[config.mk]
export PLATFORM = sky130hd
export DESIGN_NAME = bin_to_digits
export DESIGN_NICKNAME = d
export VERILOG_FILES = /design/src/rtl/bin_to_digits.sv
export SDC_FILE = /design/constraint.sdc
export NUM_CORES = 1
export LEC_CHECK = 0
export ABC_AREA = 1
export ABC_CLOCK_PERIOD_IN_PS = 1950
export CORE_MARGIN = 2
export CORE_UTILIZATION = 35
export DETAILED_ROUTE_END_ITERATION = 8
export HOLD_SLACK_MARGIN = 0.12
export SYNTH_ARGS = -nofsm -noshare
export SYNTH_HDL_FRONTEND = slang
export SYNTH_SLANG_ARGS = --single-unit
[constraint.sdc]
create_clock -name clk -period 1.95 [get_ports clk]
set_input_delay 0.2925 -clock clk [delete_from_list [all_inputs] [get_ports clk]]
set_output_delay 0.2925 -clock clk [all_outputs]
set_load 0.03 [all_outputs]
[src/rtl/bin_to_digits.sv]
// bin_to_digits: sequential signed binary to decimal digit codes (double dabble) for 7-segment decoders
module bin_to_digits #(
   parameter int WIDTH = 16,
   parameter int NDIG  = 5
) (
   input  logic              clk,
   input  logic              reset,
   input  logic              start,
   input  logic [WIDTH-1:0]  value,
   input  logic              blank_lz,
   output logic              busy,
   output logic              done,
   output logic [5*NDIG-1:0] digits,
   output logic              neg,
   output logic              ovf
);
   localparam int CW = $clog2(WIDTH + 1);
   typedef enum logic [1:0] {IDLE, SHIFT, FORMAT} state_t;
   state_t              state_q;
   logic [WIDTH-1:0]    mag_q;
   logic [4*NDIG-1:0]   bcd_q, adj;
   logic [CW-1:0]       cnt_q;
   logic                sign_q, blz_q, ovfi_q, busy_q, done_q, neg_q, ovf_q;
   logic [5*NDIG-1:0]   digits_q, digits_d;
   logic                neg_d, lead;
   logic [3:0]          nib;
   always_comb begin
      adj = bcd_q;
      for (int i = 0; i < NDIG; i++)
         adj[4*i +: 4] = bcd_q[4*i +: 4] >= 4'd5 ? bcd_q[4*i +: 4] + 4'd3 : bcd_q[4*i +: 4];
   end
   // leading-zero blanking scans from the top digit down; digit 0 always shows
   always_comb begin
      lead = blz_q;
      nib = '0;
      digits_d = '0;
      for (int i = NDIG - 1; i >= 0; i--) begin
         nib = bcd_q[4*i +: 4];
         lead = lead && nib == 4'd0 && i != 0;
         digits_d[5*i +: 5] = ovfi_q ? 5'h0F : lead ? 5'h10 : {1'b0, nib};
      end
      neg_d = sign_q && (ovfi_q || bcd_q != '0);
   end
   always_ff @(posedge clk) begin
      if (reset) begin
         state_q  <= IDLE;
         mag_q    <= '0;
         bcd_q    <= '0;
         cnt_q    <= '0;
         sign_q   <= 1'b0;
         blz_q    <= 1'b0;
         ovfi_q   <= 1'b0;
         busy_q   <= 1'b0;
         done_q   <= 1'b0;
         neg_q    <= 1'b0;
         ovf_q    <= 1'b0;
         digits_q <= {NDIG{5'h10}};
      end else begin
         done_q <= 1'b0;
         case (state_q)
            IDLE: if (start) begin
               mag_q   <= value[WIDTH-1] ? -value : value;
               sign_q  <= value[WIDTH-1];
               blz_q   <= blank_lz;
               bcd_q   <= '0;
               ovfi_q  <= 1'b0;
               cnt_q   <= '0;
               busy_q  <= 1'b1;
               state_q <= SHIFT;
            end
            SHIFT: begin
               bcd_q   <= {adj[4*NDIG-2:0], mag_q[WIDTH-1]};
               mag_q   <= {mag_q[WIDTH-2:0], 1'b0};
               ovfi_q  <= ovfi_q | adj[4*NDIG-1];
               cnt_q   <= cnt_q + 1'b1;
               state_q <= cnt_q == CW'(WIDTH - 1) ? FORMAT : SHIFT;
            end
            FORMAT: begin
               digits_q <= digits_d;
               neg_q    <= neg_d;
               ovf_q    <= ovfi_q;
               done_q   <= 1'b1;
               busy_q   <= 1'b0;
               state_q  <= IDLE;
            end
            default: state_q <= IDLE;
         endcase
      end
   end
   assign busy   = busy_q;
   assign done   = done_q;
   assign digits = digits_q;
   assign neg    = neg_q;
   assign ovf    = ovf_q;
endmodule

==> run metrics <==
Worst setup endpoint=digits[15]; core box area=10,300 sq um; ANT cells=0; Final Setup Violations=0; DIE AREA=roughly 11,000 sq um; sw frac=0.241; P&R area growth vs syn=23.2%; Pre-antenna DRT Iters=4; start of the worst register-to-register path=bcd_q[17]; combinational fraction of design power=0.105; max cap viols=0; layout cells sized above 1=0.0971; # Post-CTS Setup Buffers=0; detailed-route DRC error count=0; Crit Path Class=flip-flop to flip-flop; Final Hold Fails=0; Commonest cells post-synth=84 x nand2_1, 75 x dfxtp_1, 58 x a21oi_1; WL per Instance=12.9 um; number of global-route vias before repair=3,170; largest net degree at the start of global routing=29; post-cts hold buffer count=0; Leak=between 1.5 and 2 nW; Power Dens Cells=694 nW/um^2; Multi-input gate area=1910 sq um; Netlist cell types=45; largest cells by area after synthesis=dfxtp_1 40%, nand2_1 8.5%, a21oi_1 7.8%; crit path from=bcd_q[17]; DR vias/cell=4.99; Boundary Pins=just under 50; final hold slack=0.308 ns; Max IR drop VDD=0.367 mV; Finished Cell Area=4590 sq um; Iteration-0 DRC Markers=111; GRT Total Usage=0.161; YS warnings=0; post-synthesis sequential area ratio=0.403; Yosys top cell area share=0.403; hold crit path type=input port to flip-flop; total clock sinks=75; initial core utilization=0.361; post-route ant nets=0; synthesized area per cell=between 7 and 8 sq um; dpl cell area=4380 sq um; highest clock rate=595 MHz; setup repair after global routing missed its margin=false; Crit Path Max Fanout=5; gp weighted congestion=about 0.9; grt ovf=0; Mapped Nets=526; Post-Route WL=roughly 8800 um; Sw Pwr=~0.00077 W; PortBufs=48; via count=3,400; Fillers=1,067; worst skew pair latency=roughly 0.34 ns; Startpoint Class=flip-flop; Final Critical Period=1.68 ns; die height=107 um; fin util=0.445; async set or reset register ratio after synthesis=0; Root Buffer=clkbuf_8; sequential share of power=0.498; Relative slew margins=0.655; worst-case reg-to-reg path depth=7; Post-Synthesis Cells=roughly 490; top cell type by total area after synthesis=dfxtp_1; setup TNS=0 ns; r2r setup slk=0.27 ns; post-DP HPWL=6600 um; CTS tree=built; count leader, synth=nand2_1; Synth Flop Type=dfxtp_1; internal power=0.00242 W; Post-synth EDFFs=0; status=finished clean; RR Endpoint=digits[15]; global-route wire length before repair=around 15,000 um; Mapped Area=roughly 3700 sq um; Slew @ Worst Pin=0.518 ns; Reg area=1500 sq um; CP endpoint kind=flip-flop; Seq cells post-synth=75; Reg clk slew, reported paths=0.08 ns; Die Width=107 um; Clock power frac=0.397; post_cts resized=0; antenna violations before repair=0; Worst Path Required=2.19 ns; total CTS buffers=9; fin nets=579; CTS H-tree depth=3; Final Cycle Share=0.863; clk buf depth=2; row cnt=37; Critical Path AT=1.92 ns; Worst Clk Skew=0.00600 ns; Slew Limit Fails=0
## metal layers
layer	part of all wire	vias to the layer above	track usage
met5	0	-	0
met4	0.017	0	0.0640
met3	0.035	11	0.0237
met2	0.48	68	0.283
met1	0.47	1543	0.197
li1	-	1778	-
## layout make-up
type / count / area share
Clock buffer: 10 / 0.0278
Tap cell: 136 / 0.0371
Sequential cell: 75 / 0.327
Timing Repair Buffer: 63 / 0.134
Inverter: 47 / 0.0406
Clock inverter: 6 / 0.0174
Multi-Input combinational cell: 345 / 0.416
## placed cells by master, fill, tap and decap left out, types with 7 or more instances in the layout
| master | count |
|---|---|
| a22oi_1 | 13 |
| o21ai_0 | 31 |
| nand4_1 | 7 |
| ha_1 | 18 |
| buf_4 | 13 |
| clkdlybuf4s50_1 | 47 |
| nand2_1 | 84 |
| nand3_1 | 40 |
| inv_1 | 43 |
| o21ai_1 | 7 |
| clkbuf_8 | 9 |
| a21oi_2 | 7 |
| a21oi_1 | 58 |
| nor2_1 | 38 |
| dfxtp_1 | 75 |
## metrics by stage
step           cells  worst slack (ns)  power, W
5_1_grt          682            0.0256   0.00333
3_5_place_dp     666            0.0886   0.00196
3_3_place_gp     666             0.129   0.00195
6_report         682             0.268   0.00318
2_1_floorplan    488             0.576   0.00184
4_1_cts          682             0.260   0.00322
## power groups by stage
stage	sequential, W	combinational, W	clock (W)
final	0.00159	0.000335	0.00126
after global routing	0.00159	0.000374	0.00137
after CTS	0.00159	0.000337	0.00130
after detailed placement	0.00162	0.000336	0
after global placement	0.00162	0.000333	0
after floorplan	0.00162	0.000224	0
## kinds of logic (layout without fill, tap and decap cells)
family                   Yosys count  after routing  synth area share
AND/OR/NAND/NOR                  188            188             0.228
AO/OA/AOI/OAI                    137            137             0.220
flip-flops                        75             75             0.403
buffers and inverters             68            126            0.0839
adder cells (fa/ha/maj)           18             18            0.0604
XOR/XNOR                           2              2           0.00470
## registers in the layout (all words and copies together) (netlist names), 2 cells and up
| signal | cells |
|---|---|
| mag_q | 16 |
| cnt_q | 5 |
| state_q | 2 |
| digits | 25 |
| bcd_q | 20 |
## critical path: stages (launching register included)
cell	delay [ns]
dfxtp_1	0.35
inv_1	0.12
ha_1	0.15
nand2_1	0.07
nor3b_1	0.42
nand2_1	0.23
nor2_1	0.18
nor2_1	0.06
## worst min path at each step
stage                          from         to  cells past startpoint
after floorplan            cnt_q[4]   cnt_q[4]                      2
after global placement    digits[4]  digits[4]                      2
after detailed placement  digits[4]  digits[4]                      2
after CTS                     reset  bcd_q[16]                      2
after global routing          reset  bcd_q[16]                      2
final                         reset  bcd_q[12]                      2
No activity file was read; power rests on OpenSTA's default activity.
